### config.mk
export PLATFORM = sky130hd
export DESIGN_NAME = servo_scan_sequencer
export DESIGN_NICKNAME = d
export VERILOG_FILES = /design/src/rtl/servo_pkg.sv /design/src/rtl/servo_frame_timer.sv /design/src/rtl/servo_scan_sequencer.sv
export SDC_FILE = /design/constraint.sdc
export NUM_CORES = 1
export LEC_CHECK = 0
export ABC_AREA = 1
export BUFFER_PORTS_ARGS = -buffer_cell sky130_fd_sc_hd__buf_2
export CAP_MARGIN = 20
export CORE_ASPECT_RATIO = 0.7
export CORE_MARGIN = 3
export CORE_UTILIZATION = 50
export CTS_BUF_LIST = sky130_fd_sc_hd__clkbuf_4 sky130_fd_sc_hd__clkbuf_8 sky130_fd_sc_hd__clkbuf_16
export DETAILED_ROUTE_END_ITERATION = 7
export GPL_TIMING_DRIVEN = 0
export PLACE_DENSITY = 0.69
export SLEW_MARGIN = 25
export SYNTH_ARGS = -nofsm -noshare
export SYNTH_HDL_FRONTEND = slang
export SYNTH_HIERARCHICAL = 1
export SYNTH_SLANG_ARGS = --single-unit
### constraint.sdc
create_clock -name PCLK -period 5.8 [get_ports PCLK]
set_input_delay 0.29 -clock PCLK [delete_from_list [all_inputs] [get_ports PCLK]]
set_output_delay 0.29 -clock PCLK [all_outputs]
set_load 0.005 [all_outputs]
### src/rtl/servo_pkg.sv
// Shared servo constants, scan state encoding and command strobe bundle.
package servo_pkg;

  // Frame and pulse-width timing in PCLK cycles at 100 MHz.
  localparam int unsigned SERVO_PWM_PERIOD   = 2000000; // 20 ms frame
  localparam int unsigned SERVO_CMD_OFFSET   = 1000000; // mid-frame command point
  localparam int unsigned SERVO_SETTLE_TICKS = 255;
  localparam int unsigned SERVO_PW_MIN       = 100000;  // 1.0 ms pulse
  localparam int unsigned SERVO_PW_CENTER    = 150000;  // 1.5 ms pulse
  localparam int unsigned SERVO_PW_MAX       = 200000;  // 2.0 ms pulse

  // Scan controller states.
  typedef logic [2:0] scan_state_t;
  localparam scan_state_t StIdle   = 3'd0;
  localparam scan_state_t StSweepX = 3'd1;
  localparam scan_state_t StStepY  = 3'd2;
  localparam scan_state_t StReturn = 3'd3;
  localparam scan_state_t StSettle = 3'd4;

  // One-cycle command strobes for both axes.
  typedef struct packed {
    logic x_neutral;
    logic x_forward;
    logic x_reverse;
    logic x_return;
    logic y_neutral;
    logic y_forward;
    logic y_return;
  } servo_cmd_t;

  // True when row is the final row of a scan with rows rows (rows >= 1).
  function automatic logic is_last_row(logic [7:0] row, logic [7:0] rows);
    return ({1'b0, row} + 9'd1) >= {1'b0, rows};
  endfunction

endpackage

### src/rtl/servo_frame_timer.sv
// Free-running PWM frame counter with a single-cycle mid-frame command tick.
module servo_frame_timer #(
  parameter int unsigned PERIOD = 2000000,
  parameter int unsigned OFFSET = 1000000
) (
  input  logic PCLK,
  input  logic PRESET,
  output logic cmd_tick
);

  localparam int unsigned TW = (PERIOD > 1) ? $clog2(PERIOD) : 1;
  localparam logic [TW-1:0] LastCount = TW'(PERIOD - 1);
  localparam logic [TW-1:0] TickCount = TW'(OFFSET);

  logic [TW-1:0] timer_q;

  // Count 0..PERIOD-1 and wrap; runs regardless of scan state.
  always_ff @(posedge PCLK) begin
    if (PRESET) begin
      timer_q <= '0;
    end else if (timer_q == LastCount) begin
      timer_q <= '0;
    end else begin
      timer_q <= timer_q + TW'(1);
    end
  end

  assign cmd_tick = (timer_q == TickCount);

endmodule

### src/rtl/servo_scan_sequencer.sv
// Raster-scan sequencer: sweeps X, steps Y, alternates X direction per row,
// then returns both axes to zero and waits for them to settle.
module servo_scan_sequencer
  import servo_pkg::*;
#(
  parameter int unsigned PWM_PERIOD   = SERVO_PWM_PERIOD,
  parameter int unsigned CMD_OFFSET   = SERVO_CMD_OFFSET,
  parameter int unsigned SETTLE_TICKS = SERVO_SETTLE_TICKS
) (
  input  logic        PCLK,
  input  logic        PRESET,
  input  logic        start,
  input  logic        abort,
  input  logic [15:0] cfg_x_steps,
  input  logic [15:0] cfg_y_steps,
  input  logic [7:0]  cfg_rows,
  output logic        x_cmd_neutral,
  output logic        x_cmd_forward,
  output logic        x_cmd_reverse,
  output logic        x_cmd_return,
  output logic        y_cmd_neutral,
  output logic        y_cmd_forward,
  output logic        y_cmd_return,
  output logic        busy,
  output logic        done,
  output logic        aborted,
  output logic [7:0]  row_idx
);

  localparam logic [15:0] SettleLast = 16'(SETTLE_TICKS - 1);

  logic cmd_tick;

  scan_state_t state_q, state_d;
  logic [15:0] cnt_q, cnt_d;
  logic [7:0]  row_q, row_d;
  logic [15:0] x_steps_q, x_steps_d;
  logic [15:0] y_steps_q, y_steps_d;
  logic [7:0]  rows_q, rows_d;
  servo_cmd_t  cmd_q, cmd_d;
  logic        done_q, done_d;
  logic        aborted_q, aborted_d;

  servo_frame_timer #(
    .PERIOD (PWM_PERIOD),
    .OFFSET (CMD_OFFSET)
  ) u_frame_timer (
    .PCLK     (PCLK),
    .PRESET   (PRESET),
    .cmd_tick (cmd_tick)
  );

  // Next-state and strobe decode; abort outranks the tick-aligned actions.
  always_comb begin
    state_d   = state_q;
    cnt_d     = cnt_q;
    row_d     = row_q;
    x_steps_d = x_steps_q;
    y_steps_d = y_steps_q;
    rows_d    = rows_q;
    cmd_d     = '0;
    done_d    = 1'b0;
    aborted_d = 1'b0;

    if (state_q == StIdle) begin
      if (start) begin
        x_steps_d = cfg_x_steps;
        y_steps_d = cfg_y_steps;
        rows_d    = cfg_rows;
        cnt_d     = '0;
        row_d     = '0;
        state_d   = (cfg_rows != 8'd0) ? StSweepX : StReturn;
      end
    end else if (abort) begin
      cmd_d.x_neutral = 1'b1;
      cmd_d.y_neutral = 1'b1;
      aborted_d       = 1'b1;
      cnt_d           = '0;
      state_d         = StIdle;
    end else if (cmd_tick) begin
      case (state_q)
        StSweepX: begin
          if (cnt_q == x_steps_q) begin
            cmd_d.x_neutral = 1'b1;
            cnt_d           = '0;
            state_d         = is_last_row(row_q, rows_q) ? StReturn : StStepY;
          end else begin
            if (cnt_q == 16'd0) begin
              // Serpentine raster: odd rows run X backwards.
              if (row_q[0]) cmd_d.x_reverse = 1'b1;
              else          cmd_d.x_forward = 1'b1;
            end
            cnt_d = cnt_q + 16'd1;
          end
        end
        StStepY: begin
          if (cnt_q == y_steps_q) begin
            cmd_d.y_neutral = 1'b1;
            cnt_d           = '0;
            row_d           = row_q + 8'd1;
            state_d         = StSweepX;
          end else begin
            if (cnt_q == 16'd0) cmd_d.y_forward = 1'b1;
            cnt_d = cnt_q + 16'd1;
          end
        end
        StReturn: begin
          cmd_d.x_return = 1'b1;
          cmd_d.y_return = 1'b1;
          cnt_d          = '0;
          state_d        = StSettle;
        end
        StSettle: begin
          if (cnt_q == SettleLast) begin
            cnt_d   = '0;
            done_d  = 1'b1;
            state_d = StIdle;
          end else begin
            cnt_d = cnt_q + 16'd1;
          end
        end
        default: begin
          state_d = StIdle;
        end
      endcase
    end
  end

  // State, latched configuration and registered strobes.
  always_ff @(posedge PCLK) begin
    if (PRESET) begin
      state_q   <= StIdle;
      cnt_q     <= '0;
      row_q     <= '0;
      x_steps_q <= '0;
      y_steps_q <= '0;
      rows_q    <= '0;
      cmd_q     <= '0;
      done_q    <= 1'b0;
      aborted_q <= 1'b0;
    end else begin
      state_q   <= state_d;
      cnt_q     <= cnt_d;
      row_q     <= row_d;
      x_steps_q <= x_steps_d;
      y_steps_q <= y_steps_d;
      rows_q    <= rows_d;
      cmd_q     <= cmd_d;
      done_q    <= done_d;
      aborted_q <= aborted_d;
    end
  end

  assign x_cmd_neutral = cmd_q.x_neutral;
  assign x_cmd_forward = cmd_q.x_forward;
  assign x_cmd_reverse = cmd_q.x_reverse;
  assign x_cmd_return  = cmd_q.x_return;
  assign y_cmd_neutral = cmd_q.y_neutral;
  assign y_cmd_forward = cmd_q.y_forward;
  assign y_cmd_return  = cmd_q.y_return;
  assign busy          = (state_q != StIdle);
  assign done          = done_q;
  assign aborted       = aborted_q;
  assign row_idx       = row_q;

endmodule

==> flow_summary.json <==
{
  "antenna_found_initial": 0,
  "ys_top_cells_by_area": "dfxtp_1, nand2_1, nor2_1",
  "final_cell_mix": "nand2_1, nor2_1, dfxtp_1",
  "synth_mux_area_share_pct": 0,
  "track_usage_pct": 22.7,
  "port_buffers": 60,
  "tritoncts": "built",
  "wl_met2_um": 5430,
  "run_status": "finished, final reports clean",
  "vias": 4845,
  "grt_max_degree": 16,
  "hold_path_class": "in2reg",
  "clock.fmax_mhz": 421,
  "die_w_um": 127,
  "clock_latency_ps": 340,
  "multiInputGateArea_sq_um": 2680,
  "wl_met1_um": 6450,
  "finClkSkew_ps": 6.97,
  "cts_setup_buffers": 0,
  "yosys_warnings": 6,
  "synthCells": 754,
  "cts.sinks": 96,
  "core_area_sq_um": 9800,
  "synth_compound_area_share_pct": 11.7,
  "async_reset_ff_share_pct": 0,
  "drive_above_1_share_pct": 12.9,
  "fp-row-count": 30,
  "top_layer": "met4",
  "relSlewSlack_pct": 60.3,
  "synth_simple_gate_area_share_pct": 32.3,
  "arrival_ps": 2610,
  "period_share_pct": 40.9,
  "nets": 883,
  "seq_area_sq_um": 1920,
  "drtAntennaViolNets": 0,
  "maxSlewViolCount": 0,
  "cp_max_fo": 9,
  "first_pass_iters": 5,
  "synth.distinct_cells": 38,
  "routed_wl_um": 12800,
  "p_per_area_nw_per_um2": 411,
  "synthFlopType": "dfxtp_1",
  "endpoint_kind": "flip-flop",
  "comb_power_share_pct": 37.0,
  "yosys_register_bits": 96,
  "die-area_sq_um": 11400,
  "grt_pass1_vias": 4464,
  "ios": 62,
  "syn_nets": 812,
  "wl_per_cell_um": 13.3,
  "synth_top_family_by_area": "simple AND/OR/NAND/NOR gates",
  "seq_area_frac_synth_pct": 37.8,
  "synth_area_sq_um": 5090,
  "drt_iter0_drc": 432,
  "viasPerCell": 5.06,
  "final_util_pct": 60.0,
  "die_h_um": 90.4,
  "drc_errors": 0,
  "hold_viol_final": 0,
  "htreeDepth": 3,
  "startpoint_type": "flip-flop",
  "total_switching_power_uw": 923,
  "syn_avg_cell_area_sq_um": 6.75,
  "routed-wl-met3_um": 745,
  "floorplan.initialDensity_pct": 51.9,
  "cap_violations": 0,
  "switching_share_pct": 38.2,
  "p_leak_uw": 0.00262,
  "gp_congestion": 0.917,
  "synth_edf_count": 0,
  "synthToLayoutAreaGrowth_pct": 15.6,
  "cts.hold.buffers_added": 0,
  "fin_setup_tns_ps": 0,
  "rsz0062_at_grt": "false",
  "synth_top_area_share_pct": 37.8,
  "pwr-share-seq_pct": 36.0,
  "cts_buffer_depth": 2,
  "finalCriticalPeriod_ps": 2370,
  "intPower_uw": 1490,
  "yosys.area_share.adder_pct": 3.44,
  "ir_drop_mv": 0.214,
  "synth-xor-area-share_pct": 5.16,
  "path_clk_slew_ps": 70,
  "cts_buffers": 9,
  "diodes": 0,
  "fill_cells": 943,
  "worst_slew_pin_slew_ps": 595,
  "cts-root-buf": "clkbuf_16",
  "finalSetupViolCount": 0,
  "p_clk_share_pct": 27.0,
  "cts_resized": 0,
  "critPathKind": "reg2reg",
  "synth_top_cell_by_area": "dfxtp_1",
  "dp_hpwl_um": 9810,
  "cp.required_ps": 6040,
  "final_common_cell": "nand2_1",
  "grt_overflow_total": 0,
  "grt_pass1_wl_um": 21400
}
==> metrics by stage <==
stage | total power, uW | std cells | cell area, sq um | hold WS (ps) | setup WS [ps]
floorplan | 1520 | 754 | 5090 | 359 | 3810
global placement | 1750 | 942 | 5550 | 439 | 3530
detailed placement | 1770 | 942 | 5550 | 464 | 3460
CTS | 2430 | 958 | 5880 | 213 | 3450
global route | 2620 | 958 | 5880 | 237 | 3170
finish | 2410 | 958 | 5880 | 220 | 3430
==> power groups by stage <==
stage | registers, uW | clock network [uW] | logic, uW
after floorplan | 867 | 0 | 652
after global routing | 884 | 693 | 1040
after CTS | 867 | 665 | 895
final | 869 | 652 | 894
after detailed placement | 881 | 0 | 890
after global placement | 878 | 0 | 869
==> path summary, 6_finish.rpt <==
check                           cells past startpoint            to                startpoint  slack, ps
worst max-delay path                               14     cnt_q[11]  u_frame_timer/timer_q[0]       3430
worst min-delay path                                2  x_steps_q[0]                    PRESET        220
worst max register to register                     14     cnt_q[11]  u_frame_timer/timer_q[0]       3430
worst min register to register                      2  y_steps_q[3]              y_steps_q[3]        470
==> state kept, by name (all words and copies together) (netlist names) <==
| register | flops |
|---|---|
| state_q | 3 |
| aborted | 1 |
| rows_q | 8 |
| x_cmd_reverse | 1 |
| x_cmd_neutral | 1 |
| y_steps_q | 16 |
| y_cmd_return | 1 |
| x_cmd_forward | 1 |
| row_idx | 8 |
| y_cmd_forward | 1 |
| u_frame_timer/timer_q | 21 |
| y_cmd_neutral | 1 |
| x_steps_q | 16 |
| cnt_q | 16 |
| done | 1 |
==> critical path, stage by stage (launching register included) <==
cell	delay [ps]
dfxtp_1	340
inv_1	80
ha_1	200
nand3_1	100
nor3_1	120
and3_1	290
o21ai_0	120
nand2_1	120
inv_2	60
nor2_4	260
inv_4	100
nor2_4	190
nand2_1	90
xor2_1	140
nor2_1	60
==> cell usage after synthesis, drive strengths merged, types with 2 or more instances <==
| cell type | instances |
|---|---|
| a21oi | 55 |
| a22oi | 7 |
| buf | 7 |
| clkbuf | 15 |
| dfxtp | 96 |
| ha | 14 |
| inv | 99 |
| nand2 | 194 |
| nand3 | 43 |
| nand4 | 11 |
| nor2 | 108 |
| nor3 | 13 |
| nor4 | 6 |
| o21ai | 46 |
| o31ai | 2 |
| xnor2 | 6 |
| xor2 | 24 |
==> cells by family (layout without fill, tap and decap cells) <==
kind of cell | Yosys count | count (layout)
fa+ha+maj | 14 | 14
simple gates | 379 | 379
buf+inv | 122 | 198
xor+xnor | 30 | 30
compound gates | 113 | 113
flops | 96 | 96
==> metal layers <==
layer / GRT usage [%] / vias up
li1: - / 2537
met1: 33.6 / 2177
met2: 33.5 / 115
met3: 5.02 / 16
met4: 5.71 / 0
met5: 0 / -
==> final cells by class <==
class | count | area share [%]
Clock inverter | 5 | 1.34
Multi-Input combinational cell | 536 | 45.6
Tap cell | 128 | 2.72
Inverter | 100 | 6.43
Buffer | 22 | 1.83
Clock buffer | 11 | 4.30
Timing Repair Buffer | 60 | 5.11
Sequential cell | 96 | 32.7
No activity file was read; power rests on OpenSTA's default activity.
